## src/rtl/uart_word_link.sv

```systemverilog
// Word UART link: WORD_W-bit words as WORD_W/8 LSB-first byte frames, FIFO per direction,
// run-time baud divisor, sticky framing/overrun errors. Even parity is enabled by UART_PARITY_EN.

module uart_word_link_fifo #(
    parameter int W  = 32,
    parameter int AW = 2
) (
    input  logic         clk,
    input  logic         reset,
    input  logic         wr,
    input  logic [W-1:0] w_data,
    input  logic         rd,
    output logic [W-1:0] r_data,
    output logic         full,
    output logic         empty
);
    logic [W-1:0]  mem [2**AW];
    logic [AW-1:0] wptr, rptr;
    logic [AW:0]   cnt;
    logic          do_rd, do_wr;

    // a read frees the slot, so a write to a full FIFO is accepted alongside it
    assign do_rd = rd && !empty;
    assign do_wr = wr && (!full || rd);
    assign full  = (cnt == (AW+1)'(2**AW));
    assign empty = (cnt == '0);
    assign r_data = empty ? '0 : mem[rptr];

    always_ff @(posedge clk) begin
        if (reset) begin
            wptr <= '0;
            rptr <= '0;
            cnt  <= '0;
        end else begin
            if (do_wr) wptr <= wptr + 1'b1;
            if (do_rd) rptr <= rptr + 1'b1;
            cnt <= cnt + {{AW{1'b0}}, do_wr} - {{AW{1'b0}}, do_rd};
        end
    end

    always_ff @(posedge clk) begin
        if (do_wr) mem[wptr] <= w_data;
    end
endmodule

module uart_word_link #(
    parameter int WORD_W  = 32,
    parameter int FIFO_W  = 2,
    parameter int DIV_W   = 16,
    parameter int SB_TICK = 16
) (
    input  logic              i_clk,
    input  logic              i_reset,
    input  logic [DIV_W-1:0]  i_divisor,
    input  logic              i_rx,
    input  logic              i_wr_uart,
    input  logic [WORD_W-1:0] i_w_data,
    input  logic              i_rd_uart,
    input  logic              i_clr_err,
    output logic              o_tx,
    output logic              o_tx_full,
    output logic              o_tx_empty,
    output logic              o_tx_done_tick,
    output logic              o_rx_empty,
    output logic [WORD_W-1:0] o_r_data,
    output logic              o_frame_err,
    output logic              o_overrun,
    output logic              o_parity_err
);
    localparam int BYTES = WORD_W / 8;
    localparam int IW    = (BYTES > 1) ? $clog2(BYTES) : 1;
    localparam logic [IW-1:0] LAST     = IW'(BYTES - 1);
    localparam logic [4:0]    STOP_END = 5'(SB_TICK - 1);

    localparam logic [2:0] S_IDLE  = 3'd0;
    localparam logic [2:0] S_START = 3'd1;
    localparam logic [2:0] S_DATA  = 3'd2;
`ifdef UART_PARITY_EN
    localparam logic [2:0] S_PAR   = 3'd3;
`endif
    localparam logic [2:0] S_STOP  = 3'd4;

    logic [DIV_W-1:0] baud_cnt;
    logic             tick;

    // >= so a divisor lowered below the running count ticks immediately
    assign tick = (baud_cnt >= i_divisor);

    always_ff @(posedge i_clk) begin
        if (i_reset) baud_cnt <= '0;
        else         baud_cnt <= tick ? '0 : baud_cnt + 1'b1;
    end

    // ---------------- transmit ----------------
    logic [2:0]        tx_state;
    logic [4:0]        tx_s;
    logic [2:0]        tx_n;
    logic [IW-1:0]     tx_idx;
    logic [WORD_W-1:0] tx_word, tx_word_sh, tx_head;
    logic [7:0]        tx_byte;
    logic              tx_reg, tx_pop;

    assign tx_pop     = (tx_state == S_IDLE) && !o_tx_empty;
    assign tx_word_sh = tx_word >> 8;
    assign o_tx       = tx_reg;

    uart_word_link_fifo #(.W(WORD_W), .AW(FIFO_W)) u_tx_fifo (
        .clk(i_clk), .reset(i_reset), .wr(i_wr_uart), .w_data(i_w_data),
        .rd(tx_pop), .r_data(tx_head), .full(o_tx_full), .empty(o_tx_empty)
    );

    // tx_word[7:0] holds the current byte unshifted; tx_byte is the serialiser
    always_ff @(posedge i_clk) begin
        if (i_reset) begin
            tx_state       <= S_IDLE;
            tx_s           <= '0;
            tx_n           <= '0;
            tx_idx         <= '0;
            tx_word        <= '0;
            tx_byte        <= '0;
            tx_reg         <= 1'b1;
            o_tx_done_tick <= 1'b0;
        end else begin
            o_tx_done_tick <= 1'b0;
            case (tx_state)
                S_IDLE: begin
                    tx_reg <= 1'b1;
                    if (!o_tx_empty) begin
                        tx_word  <= tx_head;
                        tx_byte  <= tx_head[7:0];
                        tx_idx   <= '0;
                        tx_s     <= '0;
                        tx_reg   <= 1'b0;
                        tx_state <= S_START;
                    end
                end
                S_START: if (tick) begin
                    if (tx_s == 5'd15) begin
                        tx_s     <= '0;
                        tx_n     <= '0;
                        tx_reg   <= tx_byte[0];
                        tx_state <= S_DATA;
                    end else tx_s <= tx_s + 1'b1;
                end
                S_DATA: if (tick) begin
                    if (tx_s == 5'd15) begin
                        tx_s    <= '0;
                        tx_byte <= tx_byte >> 1;
                        if (tx_n == 3'd7) begin
`ifdef UART_PARITY_EN
                            tx_reg   <= ^tx_word[7:0];
                            tx_state <= S_PAR;
`else
                            tx_reg   <= 1'b1;
                            tx_state <= S_STOP;
`endif
                        end else begin
                            tx_n   <= tx_n + 1'b1;
                            tx_reg <= tx_byte[1];
                        end
                    end else tx_s <= tx_s + 1'b1;
                end
`ifdef UART_PARITY_EN
                S_PAR: if (tick) begin
                    if (tx_s == 5'd15) begin
                        tx_s     <= '0;
                        tx_reg   <= 1'b1;
                        tx_state <= S_STOP;
                    end else tx_s <= tx_s + 1'b1;
                end
`endif
                S_STOP: if (tick) begin
                    if (tx_s == STOP_END) begin
                        tx_s <= '0;
                        if (tx_idx == LAST) begin
                            o_tx_done_tick <= 1'b1;
                            tx_state       <= S_IDLE;
                        end else begin
                            tx_idx   <= tx_idx + 1'b1;
                            tx_word  <= tx_word_sh;
                            tx_byte  <= tx_word_sh[7:0];
                            tx_reg   <= 1'b0;
                            tx_state <= S_START;
                        end
                    end else tx_s <= tx_s + 1'b1;
                end
                default: tx_state <= S_IDLE;
            endcase
        end
    end

    // ---------------- receive ----------------
    logic [2:0]        rx_state;
    logic [4:0]        rx_s;
    logic [2:0]        rx_n;
    logic [IW-1:0]     rx_idx;
    logic [7:0]        rx_byte;
    logic [WORD_W-1:0] rx_word, rx_new_word;
    logic              rx_meta, rx_sync, rx_prev;
    logic              rx_stop_end, rx_push, rx_full, frame_set, overrun_set;

    assign rx_new_word = (rx_word >> 8) | (WORD_W'(rx_byte) << (WORD_W - 8));
    assign rx_stop_end = (rx_state == S_STOP) && tick && (rx_s == STOP_END);
    assign frame_set   = rx_stop_end && !rx_sync;
    assign rx_push     = rx_stop_end && rx_sync && (rx_idx == LAST);
    assign overrun_set = rx_push && rx_full && !i_rd_uart;

    uart_word_link_fifo #(.W(WORD_W), .AW(FIFO_W)) u_rx_fifo (
        .clk(i_clk), .reset(i_reset), .wr(rx_push), .w_data(rx_new_word),
        .rd(i_rd_uart), .r_data(o_r_data), .full(rx_full), .empty(o_rx_empty)
    );

`ifdef UART_PARITY_EN
    logic par_set;
    assign par_set = (rx_state == S_PAR) && tick && (rx_s == 5'd15) && (rx_sync != ^rx_byte);
`endif

    always_ff @(posedge i_clk) begin
        if (i_reset) begin
            rx_meta  <= 1'b1;
            rx_sync  <= 1'b1;
            rx_prev  <= 1'b1;
            rx_state <= S_IDLE;
            rx_s     <= '0;
            rx_n     <= '0;
            rx_idx   <= '0;
            rx_byte  <= '0;
            rx_word  <= '0;
        end else begin
            rx_meta <= i_rx;
            rx_sync <= rx_meta;
            rx_prev <= rx_sync;
            case (rx_state)
                S_IDLE: if (rx_prev && !rx_sync) begin
                    rx_s     <= '0;
                    rx_state <= S_START;
                end
                S_START: if (tick) begin
                    if (rx_s == 5'd7) begin
                        rx_s     <= '0;
                        rx_n     <= '0;
                        rx_state <= rx_sync ? S_IDLE : S_DATA;
                    end else rx_s <= rx_s + 1'b1;
                end
                S_DATA: if (tick) begin
                    if (rx_s == 5'd15) begin
                        rx_s    <= '0;
                        rx_byte <= {rx_sync, rx_byte[7:1]};
                        if (rx_n == 3'd7) begin
`ifdef UART_PARITY_EN
                            rx_state <= S_PAR;
`else
                            rx_state <= S_STOP;
`endif
                        end else rx_n <= rx_n + 1'b1;
                    end else rx_s <= rx_s + 1'b1;
                end
`ifdef UART_PARITY_EN
                S_PAR: if (tick) begin
                    if (rx_s == 5'd15) begin
                        rx_s <= '0;
                        if (par_set) begin
                            rx_idx   <= '0;
                            rx_state <= S_IDLE;
                        end else rx_state <= S_STOP;
                    end else rx_s <= rx_s + 1'b1;
                end
`endif
                S_STOP: if (tick) begin
                    if (rx_s == STOP_END) begin
                        rx_s     <= '0;
                        rx_state <= S_IDLE;
                        if (!rx_sync || rx_idx == LAST) rx_idx <= '0;
                        else begin
                            rx_idx  <= rx_idx + 1'b1;
                            rx_word <= rx_new_word;
                        end
                    end else rx_s <= rx_s + 1'b1;
                end
                default: rx_state <= S_IDLE;
            endcase
        end
    end

    // sticky flags: a new error in the clearing clock still sets the flag
    always_ff @(posedge i_clk) begin
        if (i_reset) begin
            o_frame_err <= 1'b0;
            o_overrun   <= 1'b0;
        end else begin
            o_frame_err <= frame_set | (o_frame_err & ~i_clr_err);
            o_overrun   <= overrun_set | (o_overrun & ~i_clr_err);
        end
    end

`ifdef UART_PARITY_EN
    always_ff @(posedge i_clk) begin
        if (i_reset) o_parity_err <= 1'b0;
        else         o_parity_err <= par_set | (o_parity_err & ~i_clr_err);
    end
`else
    assign o_parity_err = 1'b0;
`endif
endmodule

```

## config.mk

```make
export PLATFORM = sky130hd
export DESIGN_NAME = uart_word_link
export DESIGN_NICKNAME = d
export VERILOG_FILES = /design/src/rtl/uart_word_link.sv
export SDC_FILE = /design/constraint.sdc
export NUM_CORES = 1
export LEC_CHECK = 0
export BUFFER_PORTS_ARGS = -buffer_cell sky130_fd_sc_hd__buf_2
export CORE_MARGIN = 2
export CORE_UTILIZATION = 60
export DETAILED_ROUTE_END_ITERATION = 8
export MAX_ROUTING_LAYER = met4
export PLACE_DENSITY = 0.79
export SLEW_MARGIN = 20
export SYNTH_ARGS = -nofsm -noshare
export SYNTH_HDL_FRONTEND = slang
export SYNTH_SLANG_ARGS = --single-unit
```

## constraint.sdc

```tcl
create_clock -name i_clk -period 4.2 [get_ports i_clk]
set_clock_uncertainty 0.05 [all_clocks]
set_input_delay 1.26 -clock i_clk [delete_from_list [all_inputs] [get_ports i_clk]]
set_output_delay 1.26 -clock i_clk [all_outputs]
set_load 0.02 [all_outputs]
```

## Yosys cells after proc, flatten, opt, wreduce, memory -nomap -nowiden

Memory sizes are Yosys's and may differ from the RTL's. A register that Yosys moved wholly into a read port is not among the register bits.
Cells that the tools add are included.

| word-level totals | value |
|---|---|
| RAM bits | 256 |
| bits in registers | 143 |
| bits of input ports | 54 |
| latch bits | 0 |
| output and inout port bits | 40 |
| memories kept | 2 |
| memory bits (read-only) | 0 |
| logic and storage cells | 219 |

Memory list:

| memory | words | width | rd ports | clocked after memory_dff | write ports | RTL line | text |
|---|---|---|---|---|---|---|---|
| u_rx_fifo.mem | 4 | 32 | 1 | 1 | 1 | 17 | `logic [W-1:0] mem [2**AW];` |
| u_tx_fifo.mem | 4 | 32 | 1 | 1 | 1 | 17 |  |

| cells by class | value |
|---|---|
| divide/modulo/power cells | 0 |
| eq/ne operators | 36 |
| $lt $le $gt $ge | 1 |
| multiplexer cells | 80 |
| $add $sub $neg | 15 |
| $mul | 0 |
| bitwise operators | 10 |
| reductions and logical operators | 49 |
| shift-type cells | 0 |

Operators by type and width:

| operator | number |
|---|---|
| 32-bit 2-to-1 mux | 5 |
| 3-bit 2-to-1 mux | 26 |
| 32-bit one-hot mux with 2 select lines | 1 |
| 8-bit 2-to-1 mux | 6 |
| 5-bit 2-to-1 mux | 8 |
| 2-bit != test (second input constant) | 18 |
| 24-bit by 32-bit bitwise OR with 32-bit output | 1 |
| 3-bit one-hot mux with 4 select lines | 2 |
| 8-bit one-hot mux with 3 select lines | 1 |
| 8-bit AND reduction | 3 |
| 2-bit 2-to-1 mux | 10 |
| 3-bit equality test (second input constant) | 6 |
| 16-bit by 1-bit adder with 16-bit output (second input constant) | 1 |
| 16-bit greater-or-equal comparator | 1 |
| 1-bit 2-to-1 mux | 15 |
| 5-bit one-hot mux with 3 select lines | 1 |
| 1-bit logical AND | 13 |
| 2-bit by 1-bit adder with 2-bit output (second input constant) | 6 |
| 3-bit logical NOT | 4 |
| 3-bit one-hot mux with 2 select lines | 2 |
| 6-bit AND reduction | 2 |
| 5-bit by 1-bit adder with 5-bit output (second input constant) | 2 |
| 5-bit by 4-bit equality test with 1-bit output (second input constant) | 2 |
| 5-bit one-hot mux with 2 select lines | 1 |
| other kinds (25) | 54 |

## Depth between registers and ports, before layout

| depth | value |
|---|---|
| depth after elaboration | 8 |
| depth in mapped cells | 14 |
| depth with buffers taken out | 13 |

## By module

A second synthesis with hierarchy kept.

| second synthesis, totals | value |
|---|---|
| cell total of the unflattened synthesis | 1140 |
| area, all modules | 16412.0 µm² |

By module, submodules not included:

| module | cells an instance | seq. area each (µm²) | area each (µm²) | instances |
|---|---|---|---|---|
| uart_word_link_fifo | 254 | 4023.9 | 5383.9 | 2 |
| uart_word_link | 632 | 2262.2 | 5644.2 | 1 |

## Worst setup path before layout

No wires, ideal clock.

| path | value |
|---|---|
| path kind | input -> register |
| from | input port i_divisor[15] |
| to | memory u_rx_fifo.mem[0][0], enable pin |
| library setup time | 392 ps |
| cell stages on the path | 7 |
| arrival | 3460 ps |
| setup slack | 298 ps |
| data required time | 3758 ps |
| buffers on the path | 0 |
| cell sequence | inv_1 > ha_1 > nand4_1 > nor3_1 > nor3_2 > a21oi_1 > and2_1 |

| between the ends | value |
|---|---|
| word-level cells in the longest chain between the ends | 8 |

Ends and longest elaborated chain:

| element | RTL line | text |
|---|---|---|
| start: declaration | 54 | `input logic [DIV_W-1:0] i_divisor,` |
| 16-bit greater-or-equal comparator | 87 | `assign tick = (baud_cnt >= i_divisor);` |
| 1-bit logical AND (2 in series) | 203 | `assign rx_stop_end = (rx_state == S_STOP) && tick && (rx_s == STOP_END);` |
| 1-bit logical AND (2 in series) | 205 | `assign rx_push = rx_stop_end && rx_sync && (rx_idx == LAST);` |
| 1-bit logical AND | 24 | `assign do_wr = wr && (!full \|\| rd);` |
| named net u_rx_fifo.do_wr | 20 | `logic do_rd, do_wr;` |
| 1-bit 2-to-1 mux | 42 | `if (do_wr) mem[wptr] <= w_data;` |
| 1-bit 2-to-1 mux (not written as such) | 42 |  |
| end: declaration | 17 |  |

The timed path passes the listed nets, and every way through them passes these cells.

==> results_dict.tcl <==
set metrics [dict create \
    run_status "finished, final reports clean" \
    power.combinational.fraction 0.188 \
    synth_ff_type "sky130_fd_sc_hd__edfxtp_1" \
    timing_worst_slew_pin_value_ns 0.9002 \
    finish.net_count 1357 \
    first_pass_grt_wire_length_mm 50.49 \
    finalInstanceArea_sq_mm 0.01846 \
    synth_fa_ha_area_frac 0.03373 \
    drt_iter0_drc 714 \
    top_count_cell_post_synth "sky130_fd_sc_hd__edfxtp_1" \
    power.net_switching_uw 2680 \
    yosysWarningCount 0 \
    areaGrowthSynthToFinish_pct 13.59 \
    register_area_sq_mm 0.01031 \
    number_of_enable_flip_flop_cells_after_synthesis 256 \
    die_h_um 168.6 \
    worstSetupEndpointType "primary output" \
    synth-seq-cells 387 \
    post_synth_xor_area_fraction 0.01348 \
    crit_arrival_ns 2.29 \
    timing.hold.worst.class "reg2reg" \
    criticalPathCategory "reg2out" \
    cts_tree "yes" \
    finalHoldViolCount 0 \
    gr-total-overflow 0 \
    ir_drop_mv 0.4466 \
    min_delay_worst_endpoint "rx_sync$_SDFF_PP1_" \
    power.density_mw_per_mm2 541.1 \
    cellLeakagePower_uw 0.007199 \
    worst_hold_path.num_cells 1 \
    crit_path_max_fanout 9 \
    dr.pass1.iters 4 \
    synthesis.area_per_instance_sq_um 14.00 \
    placementRows 60 \
    pre_cts_slack_ns 0.4506 \
    hold_path_startpoint "rx_meta$_SDFF_PP1_" \
    report.power.total_uw 9988 \
    htree_num_levels 2 \
    synth.top_cells.by_count "sky130_fd_sc_hd__edfxtp_1, sky130_fd_sc_hd__nand2_1, sky130_fd_sc_hd__dfxtp_1" \
    placeableCoreArea_sq_mm 0.02680 \
    detailroute.via_count 9554 \
    grt_setup_unrepaired "no" \
    tritoncts_num_sinks 387 \
    antenna_viol_nets_final 0 \
    setup-violations-final 0 \
    ys_types 76 \
    worst_ep_required_time_ns 2.89 \
    setup.reg_to_reg.worst_slack_ns 1.27 \
    synth_top_family_by_area "multiplexers" \
    syn-num-nets 1256 \
    routedWlPerCell_um 19.23 \
    dpl_cell_area_sq_mm 0.01715 \
    timing.slew.headroom 0.3991 \
    period_share 0.8575 \
    number_of_cts_inserted_buffers 40 \
    synth_compound_area_frac 0.04967 \
    postLayoutCoreUtil 0.6887 \
    clock_latency_ns 0.53 \
    post_cts.resized_instances 0 \
    initial_utilization 0.6063 \
    synthesis.area_sq_mm 0.01625 \
    minimum_clock_period_after_layout_ns 3.602 \
    setup_total_negative_slack_ns 0 \
    max_cap_viol_count 0 \
    total_of_fill_cells_in_the_finished_design 1769 \
    globalplace.congestion 0.8330 \
    ctsRootBufferMaster "sky130_fd_sc_hd__clkbuf_16" \
    grt_antenna_before_repair 2 \
    switching_share 0.2683 \
    floorplan.die_area_sq_mm 0.02841 \
    fmax_mhz 277.7 \
    crit_path_start_kind "register" \
    postCtsSetupRepairBufs 0 \
    post_synthesis_mux_area_share 0.1313 \
    grt_max_degree 44 \
    multi_input_area_sq_mm 0.005495 \
    cts.clk_slew.worst_paths_ns 0.06 \
    synth-simple-area-share 0.1091 \
    buffers_added_on_ports 92 \
    drive_gt1_frac 0.2144 \
    mapped_cells 1161 \
    power_frac_seq 0.462 \
    power.internal_uw 7308 \
    synth-seq-area-share 0.6345 \
    cts_hold_repair.buffers 0 \
    drc 0 \
    fin_ws_ns 0.5985 \
    globalRouteTotalUtil 0.2316 \
    end_of_the_worst_register_to_register_path "u_rx_fifo.cnt[2]$_SDFF_PP0_" \
    wl_mm 31.44 \
    worst-r2r-cell-count 13 \
    route.detailed.vias_per_inst 5.843 \
    io_pins 94 \
    final_max_slew_viol_count 0 \
    synth.largest_area_cell "sky130_fd_sc_hd__edfxtp_1" \
    synth.top_cell.area_share 0.4731 \
    cts_max_path_buffers 3 \
    asyncSetResetFlopFracSynth 0 \
    r2r-start "rx_s[0]$_SDFFE_PP0P_" \
    via_count_of_the_first_global_routing_pass 9540 \
    synth.top_cells.by_area "sky130_fd_sc_hd__edfxtp_1, sky130_fd_sc_hd__dfxtp_1, sky130_fd_sc_hd__mux4_2" \
    fp.dieW_um 168.6 \
    power.share.clock 0.351 \
    dp.final_hpwl_mm 18.98 \
]
## stage by stage
stage               instances  hold WS (ns)
finish                   1635        0.3581
global route             1635        0.3823
CTS                      1633        0.3608
detailed placement       1561        0.3444
global placement         1561        0.3518
floorplan                1161        0.3395
## power groups by stage
stage               combinational [uW]  sequential [uW]  clock, uW
finish                            1870             4610       3510
global route                      2060             4650       3700
CTS                               1900             4610       3560
detailed placement                1880             4690          0
global placement                  1830             4680          0
floorplan                         1540             4530          0
## final cells by class
cell class                 count  share of cell area
multi-input combinational    668              0.2977
clock inverter                19             0.01125
inverter                      45            0.009422
tap                          341             0.02312
sequential                   387              0.5587
timing repair buffer         120             0.04040
antenna                        2           0.0002711
clock buffer                  53             0.05911
## sequential cells by signal, indices dropped and copies added (netlist names), 5 cells and up, named ones only
register and count:
baud_cnt 16, tx_byte 8, u_tx_fifo.mem 128, tx_s 5
rx_word 24, tx_word 24, rx_s 5, u_rx_fifo.mem 128
rx_byte 8
## worst max-delay path: stages (launching register included)
cell	delay [ns]
sky130_fd_sc_hd__dfxtp_2	0.55
sky130_fd_sc_hd__buf_4	0.30
sky130_fd_sc_hd__mux4_2	0.54
sky130_fd_sc_hd__nor2b_1	0.18
sky130_fd_sc_hd__buf_2	0.19
## routing by layer
layer | GRT usage | part of all wire
met5 | - | 0
met4 | 0.07159 | 0.024
met3 | 0.04209 | 0.059
met2 | 0.3747 | 0.49
met1 | 0.3033 | 0.43
## cell usage in the layout, fill, tap and decap left out, drive strengths merged, types with 4 or more instances in the layout
| cell type | count |
|---|---|
| edfxtp | 256 |
| nand2 | 162 |
| dfxtp | 131 |
| buf | 120 |
| mux4 | 64 |
| mux2i | 59 |
| nor2b | 54 |
| clkbuf | 53 |
| nor2 | 52 |
| inv | 45 |
| ha | 39 |
| nand3 | 22 |
| a21oi | 19 |
| xnor2 | 16 |
| nor3 | 16 |
| clkinv | 14 |
| a32o | 12 |
| o21ai | 12 |
| and2 | 10 |
| nand4 | 9 |
| xor2 | 9 |
| mux2 | 9 |
| a211oi | 8 |
| a22oi | 8 |
| nor3b | 7 |
| nand4b | 5 |
| nor4 | 4 |
| o32ai | 4 |
| bufinv | 4 |
| or3 | 4 |
| o211ai | 4 |
| o22ai | 4 |
| a31oi | 4 |
## how the worst max path moves through the flow
stage | start | endpoint | slack [ns] | depth (start not counted)
CTS | register | o_r_data[22] | 0.55 | 4
finish | register | o_r_data[22] | 0.60 | 4
global placement | i_divisor[15] | u_rx_fifo.cnt[2]$_SDFF_PP0_ | 0.55 | 13
global route | register | o_r_data[30] | 0.51 | 4
floorplan | i_divisor[15] | u_rx_fifo.mem[0][0]$_DFFE_PP_ | 0.30 | 7
detailed placement | i_divisor[15] | u_rx_fifo.cnt[2]$_SDFF_PP0_ | 0.45 | 13
## cell families after synthesis
group / count (synthesis)
AO/OA/AOI/OAI: 104
other: 1
multiplexers: 132
flip-flops: 387
XOR/XNOR: 25
adder cells (fa/ha/maj): 43
buffers and inverters: 106
AND/OR/NAND/NOR: 363
(Power assumes the default switching activity.)
